$ cat config.mk
export PLATFORM = sky130hd
export DESIGN_NAME = marchc_sequencer
export DESIGN_NICKNAME = d
export VERILOG_FILES = /design/src/rtl/marchc_sequencer.sv
export SDC_FILE = /design/constraint.sdc
export NUM_CORES = 1
export LEC_CHECK = 0
export CELL_PAD_IN_SITES_DETAIL_PLACEMENT = 2
export CELL_PAD_IN_SITES_GLOBAL_PLACEMENT = 2
export CORE_ASPECT_RATIO = 1.4
export CORE_MARGIN = 3
export CORE_UTILIZATION = 28
export CTS_CLUSTER_SIZE = 12
export DETAILED_ROUTE_END_ITERATION = 10
export PLACE_DENSITY = 0.83
export SYNTH_ARGS = -nofsm -noshare
export SYNTH_HDL_FRONTEND = slang
export SYNTH_SLANG_ARGS = --single-unit
$ cat constraint.sdc
create_clock -name clk -period 2.9 [get_ports clk]
set_input_delay 0.58 -clock clk [delete_from_list [all_inputs] [get_ports clk]]
set_output_delay 0.58 -clock clk [all_outputs]
set_load 0.05 [all_outputs]
$ cat src/rtl/marchc_sequencer.sv
`default_nettype none
// ============================================================================
//  Module   : marchc_sequencer
//  Purpose  : Address/cycle sequencer and SRAM datapath for a March C test.
//             Decodes the controller's element enables, sweeps the address
//             range up or down with a per-address cycle counter, issues the
//             read/write strobes of each element, compares read data against
//             the expected background and keeps a sticky pass/fail result
//             with the first failing address.
//  Ports    : clk, rst          - clock (rising edge), async active-high reset
//             start, en1..en5   - one-hot element enables M0..M5 (priority
//                                 start > en1 > ... > en5 if several are high)
//             finish            - controller test-complete flag
//             address, counter  - sweep position fed back to the controller
//             mem_cs/we/addr/wdata, mem_rdata - SRAM interface
//             elem_done         - element sweep finished and holding
//             fail, fail_addr   - sticky mismatch flag and first bad address
//  Revision : 1.0 - initial release
// ============================================================================
module marchc_sequencer #(
    parameter int ADDR_WIDTH = 16,
    parameter int DATA_WIDTH = 8,
    parameter int RD_LAT     = 1
) (
    input  logic                  clk,
    input  logic                  rst,
    input  logic                  start,
    input  logic                  en1,
    input  logic                  en2,
    input  logic                  en3,
    input  logic                  en4,
    input  logic                  en5,
    input  logic                  finish,
    output logic [ADDR_WIDTH-1:0] address,
    output logic [3:0]            counter,
    output logic                  mem_cs,
    output logic                  mem_we,
    output logic [ADDR_WIDTH-1:0] mem_addr,
    output logic [DATA_WIDTH-1:0] mem_wdata,
    input  logic [DATA_WIDTH-1:0] mem_rdata,
    output logic                  elem_done,
    output logic                  fail,
    output logic [ADDR_WIDTH-1:0] fail_addr
);

    typedef enum logic [2:0] {
        MODE_NONE = 3'd0,
        MODE_M0   = 3'd1,
        MODE_M1   = 3'd2,
        MODE_M2   = 3'd3,
        MODE_M3   = 3'd4,
        MODE_M4   = 3'd5,
        MODE_M5   = 3'd6
    } mode_t;

    typedef enum logic [1:0] {
        ST_IDLE = 2'd0,
        ST_RUN  = 2'd1,
        ST_HOLD = 2'd2
    } state_t;

    localparam logic [ADDR_WIDTH-1:0] ADDR_ONES = '1;
    localparam logic [ADDR_WIDTH-1:0] ADDR_ONE  = ADDR_WIDTH'(1);
    localparam logic [DATA_WIDTH-1:0] DATA_ONES = '1;

    function automatic logic is_down(input mode_t m);
        return (m == MODE_M3) || (m == MODE_M4);
    endfunction

    mode_t                 dec_mode;
    mode_t                 mode_q, mode_d;
    state_t                state_q, state_d;
    logic [ADDR_WIDTH-1:0] addr_q, addr_d;
    logic [3:0]            cnt_q, cnt_d;
    logic [3:0]            last_cnt;
    logic [ADDR_WIDTH-1:0] final_addr;

    logic                  op_cs, op_we, rd_req;
    logic [DATA_WIDTH-1:0] op_wdata, rd_exp;

    logic                  pipe_vld_q  [RD_LAT];
    logic [DATA_WIDTH-1:0] pipe_exp_q  [RD_LAT];
    logic [ADDR_WIDTH-1:0] pipe_addr_q [RD_LAT];
    logic                  mismatch, fail_clr;
    logic                  fail_q;
    logic [ADDR_WIDTH-1:0] fail_addr_q;

    // finish has no action here: the result simply stays readable until the
    // next start, so the flag is only observed, never acted upon.
    logic unused_finish;
    assign unused_finish = finish;

    always_comb begin
        dec_mode = MODE_NONE;
        if (start)    dec_mode = MODE_M0;
        else if (en1) dec_mode = MODE_M1;
        else if (en2) dec_mode = MODE_M2;
        else if (en3) dec_mode = MODE_M3;
        else if (en4) dec_mode = MODE_M4;
        else if (en5) dec_mode = MODE_M5;
    end

    assign last_cnt   = ((mode_q == MODE_M0) || (mode_q == MODE_M5)) ? 4'd4 : 4'd8;
    assign final_addr = is_down(mode_q) ? '0 : ADDR_ONES;

    // Sweep control
    always_comb begin
        mode_d  = mode_q;
        state_d = state_q;
        addr_d  = addr_q;
        cnt_d   = cnt_q;
        if (dec_mode == MODE_NONE) begin
            mode_d  = MODE_NONE;
            state_d = ST_IDLE;
        end else if (dec_mode != mode_q) begin
            mode_d  = dec_mode;
            state_d = ST_RUN;
            cnt_d   = 4'd0;
            addr_d  = is_down(dec_mode) ? ADDR_ONES : '0;
        end else if (state_q == ST_RUN) begin
            if (cnt_q == last_cnt) begin
                // Stop on the final cell instead of wrapping so the
                // controller sees a stable end-of-element position.
                if (addr_q == final_addr) begin
                    state_d = ST_HOLD;
                end else begin
                    cnt_d  = 4'd0;
                    addr_d = is_down(mode_q) ? (addr_q - ADDR_ONE) : (addr_q + ADDR_ONE);
                end
            end else begin
                cnt_d = cnt_q + 4'd1;
            end
        end
    end

    // Memory operation decode from registered sweep position
    always_comb begin
        op_cs    = 1'b0;
        op_we    = 1'b0;
        op_wdata = '0;
        rd_exp   = '0;
        if (state_q == ST_RUN) begin
            if (cnt_q == 4'd1) begin
                op_cs = 1'b1;
                case (mode_q)
                    MODE_M0:          op_we  = 1'b1;
                    MODE_M2, MODE_M4: rd_exp = DATA_ONES;
                    default:          rd_exp = '0;
                endcase
            end else if ((cnt_q == 4'd5) && (mode_q != MODE_M0) && (mode_q != MODE_M5)
                         && (mode_q != MODE_NONE)) begin
                op_cs    = 1'b1;
                op_we    = 1'b1;
                op_wdata = ((mode_q == MODE_M1) || (mode_q == MODE_M3)) ? DATA_ONES : '0;
            end
        end
    end

    assign rd_req = op_cs & ~op_we;

    // The compare pipe keeps shifting regardless of the sweep state so a read
    // issued just before a mode change still gets checked.
    assign mismatch = pipe_vld_q[RD_LAT-1] && (mem_rdata != pipe_exp_q[RD_LAT-1]);
    assign fail_clr = (dec_mode == MODE_M0) && (mode_q != MODE_M0);

    always_ff @(posedge clk or posedge rst) begin
        if (rst) begin
            mode_q      <= MODE_NONE;
            state_q     <= ST_IDLE;
            addr_q      <= '0;
            cnt_q       <= 4'd0;
            fail_q      <= 1'b0;
            fail_addr_q <= '0;
            for (int i = 0; i < RD_LAT; i++) begin
                pipe_vld_q[i]  <= 1'b0;
                pipe_exp_q[i]  <= '0;
                pipe_addr_q[i] <= '0;
            end
        end else begin
            mode_q  <= mode_d;
            state_q <= state_d;
            addr_q  <= addr_d;
            cnt_q   <= cnt_d;

            pipe_vld_q[0]  <= rd_req;
            pipe_exp_q[0]  <= rd_exp;
            pipe_addr_q[0] <= addr_q;
            for (int i = 1; i < RD_LAT; i++) begin
                pipe_vld_q[i]  <= pipe_vld_q[i-1];
                pipe_exp_q[i]  <= pipe_exp_q[i-1];
                pipe_addr_q[i] <= pipe_addr_q[i-1];
            end

            // A new test run starts with a clean result.
            if (fail_clr) begin
                fail_q      <= 1'b0;
                fail_addr_q <= '0;
            end else if (mismatch) begin
                fail_q <= 1'b1;
                if (!fail_q) begin
                    fail_addr_q <= pipe_addr_q[RD_LAT-1];
                end
            end
        end
    end

    assign address   = addr_q;
    assign counter   = cnt_q;
    assign mem_addr  = addr_q;
    assign mem_cs    = op_cs;
    assign mem_we    = op_we;
    assign mem_wdata = op_wdata;
    assign elem_done = (state_q == ST_HOLD);
    assign fail      = fail_q;
    assign fail_addr = fail_addr_q;

endmodule
`default_nettype wire
==> impl_metrics.json <==
{
  "irDropWorstVdd_v": 0.000287,
  "worstPathMaxFanout": 8,
  "synth_top_area_cell": "dfrtp_1",
  "clock_latency_ns": 0.33,
  "yosysSeqAreaShare_pct": 42.4,
  "worst_pin_slew_ns": 1.02,
  "synth_area_leaders": "dfrtp_1 (42%), ha_1 (8.1%), buf_4 (4.9%), a21oi_1 (4.2%), a22o_1 (4.2%)",
  "synth_top_family_by_area": "compound AO/OA/AOI/OAI gates",
  "grt-busiest-layer": "met2",
  "antenna_left": 0,
  "hpwl_mm": 9.13,
  "crit_path_end_kind": "flip-flop",
  "clockRootBuffer": "clkbuf_16",
  "hold_path.class": "reg2reg",
  "pwr-share-clk_pct": 30.8,
  "fp.dieH_um": 139,
  "post-route-drc-count": 0,
  "max_cap_viol_count": 0,
  "ys_ff_latch": 60,
  "die_w_um": 101,
  "yosysMostFrequentCell": "dfrtp_1",
  "wl_mm": 12.5,
  "synth_edf_count": 0,
  "startpoint_type": "flip-flop",
  "viasPerCell": 5.29,
  "via_count": 3170,
  "pre_cts_slack_ns": -0.173,
  "fin_tns_setup_ns": 0,
  "dr.pass1.iters": 4,
  "period_needed_ns": 2.81,
  "arrival_ns": 3.00,
  "p_per_area_nw_per_um2": 701,
  "regArea_um2": 1500,
  "seq_power_share_pct": 31.7,
  "slew_violations": 0,
  "clk_pin_slew_ns": 0.05,
  "synth_top_area_share_pct": 42.4,
  "ys_warn_count": 0,
  "worstPathCellList": "and2b_4 > buf_4 > ha_1 > nand4_1 > nor2_1 > and3_2 > or3b_4 > or3_4 > o22ai_1 > nor2_1",
  "critPathKind": "reg2reg",
  "period_share_pct": 96.9,
  "status": "complete, no violations",
  "leakage_nw": 2.20,
  "antennaDiodeCount": 0,
  "syn_inst": 355,
  "grt_pass1_vias": 3664,
  "clock_path_buffers": 2,
  "drive_gt1_share_pct": 19.5,
  "hold_viol_final": 0,
  "wl_per_cell_um": 20.8,
  "multiInputGateArea_um2": 1770,
  "ctsHtreeMaxLevel": 3,
  "syn-cell-area_um2": 3540,
  "cts.sinks": 60,
  "fillers": 1289,
  "antenna_found_initial": 0,
  "power_switching_mw": 1.40,
  "totalPowerFinal_mw": 3.50,
  "port_buffers": 79,
  "fin_nets": 488,
  "synthSimpleGateAreaFrac_pct": 15.2,
  "holdWs_ns": 0.464,
  "start_util_pct": 29.2,
  "layout_setup_ws_ns": 0.0906,
  "use_met3_pct": 2.26,
  "slowest_stage": "or3b_4",
  "grt_max_degree": 37,
  "crit_path_frequent_cell": "nor2_1",
  "cts_made_buffers": 9,
  "async_flop_share_pct": 100,
  "core.rowCount": 47,
  "synth-xor-area-share_pct": 4.21,
  "utilization_pct": 41.2,
  "cts_tree": "built",
  "synth_nets": 396,
  "grtUsageTotal_pct": 18.2,
  "met1_usage_pct": 20.8,
  "setup_viol": 0,
  "critPathRequiredTime_ns": 3.09,
  "synth_mux_area_share_pct": 0,
  "io_pins": 81,
  "synth-main-ff-cell": "dfrtp_1",
  "timing.fmax_ghz": 0.356,
  "ys_types": 58,
  "synth_fa_ha_area_share_pct": 8.70,
  "combPwrFrac_pct": 37.5,
  "avgSynthCellArea_um2": 9.96,
  "gp_congestion": 0.818,
  "cpPeakStageDelay_ns": 0.44,
  "synthTopCellsByCount": "dfrtp_1 (60), nor2_1 (32), a21oi_1 (30), buf_4 (23), ha_1 (23)",
  "synth_compound_area_share_pct": 19.8,
  "intPower_mw": 2.10,
  "use_met2_pct": 34.0,
  "slew_headroom_pct": 31.8,
  "core_um2": 12100,
  "switching_share_pct": 40.0,
  "drtIter0Drc": 88,
  "skew_ns": 0.00750,
  "area_delta_synth_final_pct": 41.0,
  "dieArea_um2": 14000,
  "grt_pass1_wl_mm": 20.0,
  "grt_overflow_total": 0
}
-- registers in the layout, summed over array words and instances (netlist names) --
register	cells
address	16
fail_addr	16
pipe_addr_q	16
counter	4
mode_q	3
state_q	2
fail	1
pipe_exp_q	1
pipe_vld_q	1
-- critical path: cells and delay by family (launching register included) --
family,cells,cell delay [ns]
adder cells (fa/ha/maj),1,0.28
buffers and inverters,1,0.14
AND/OR/NAND/NOR,7,1.68
AO/OA/AOI/OAI,1,0.17
flip-flops,1,0.40
-- kinds of logic after synthesis --
family / Yosys count
xor+xnor: 17
buf+inv: 49
fa+ha+maj: 24
flops: 60
simple gates: 102
compound gates: 103
-- repair_timing --
item,4_1_cts,5_1_grt
cloned,1,0
buffers inserted,0,2
hold buffers,0,0
setup endpoints to repair,18,12
gates resized for setup,4,9
-- power by group through the flow --
stage | registers (mW) | clock network (mW) | logic, mW
floorplan | 1.32 | 0 | 0.626
global placement | 1.10 | 0 | 1.23
detailed placement | 1.12 | 0 | 1.29
CTS | 1.11 | 1.10 | 1.31
global route | 1.13 | 1.13 | 1.39
finish | 1.11 | 1.08 | 1.31
-- placed cells by master, fill, tap and decap left out, types with 3 or more instances in the layout --
cell	instances
nand2_1	17
nor3b_1	4
dfrtp_1	60
and3_2	3
nor2_1	32
clkdlybuf4s50_1	69
buf_12	11
a21oi_1	27
a21oi_2	3
buf_4	36
a211oi_2	3
clkbuf_16	9
a31oi_1	8
a21o_1	4
nor3_1	10
xnor2_1	15
nand3_1	8
nand4_1	3
o21ai_0	14
ha_1	23
a22o_1	17
o22ai_1	3
inv_1	12
-- routing by layer --
| layer | vias to the layer above | routed length [um] |
|---|---|---|
| met5 | - | 0 |
| met1 | 1649 | 4840 |
| met3 | 13 | 375 |
| li1 | 1443 | - |
| met2 | 65 | 7040 |
| met4 | 0 | 224 |
-- worst paths after layout --
kind	from	to	slack, ns	depth (start not counted)
setup / recovery	mode_q[1]	address[14]	0.09	10
hold / removal	pipe_addr_q[15]	fail_addr[15]	0.46	1
setup reg to reg	mode_q[1]	address[14]	0.09	10
hold reg to reg	pipe_addr_q[15]	fail_addr[15]	0.46	1
max in group asynchronous	rst	mode_q[1]	1.68	3
min in group asynchronous	rst	fail_addr[9]	0.62	2
-- cell type report --
type / count / share of cell area [%]
Timing Repair Buffer: 116 / 23.7
Sequential cell: 60 / 30.1
Clock buffer: 9 / 4.52
Tap cell: 147 / 3.69
Inverter: 13 / 0.978
Multi-Input combinational cell: 247 / 35.5
Clock inverter: 7 / 1.53
-- stage by stage --
stage	cell area, um2	std cells
floorplan	3560	355
global placement	4610	580
detailed placement	4610	580
CTS	4930	597
global route	4990	599
finish	4990	599
Note: power is estimated with default switching activity, not from simulation.
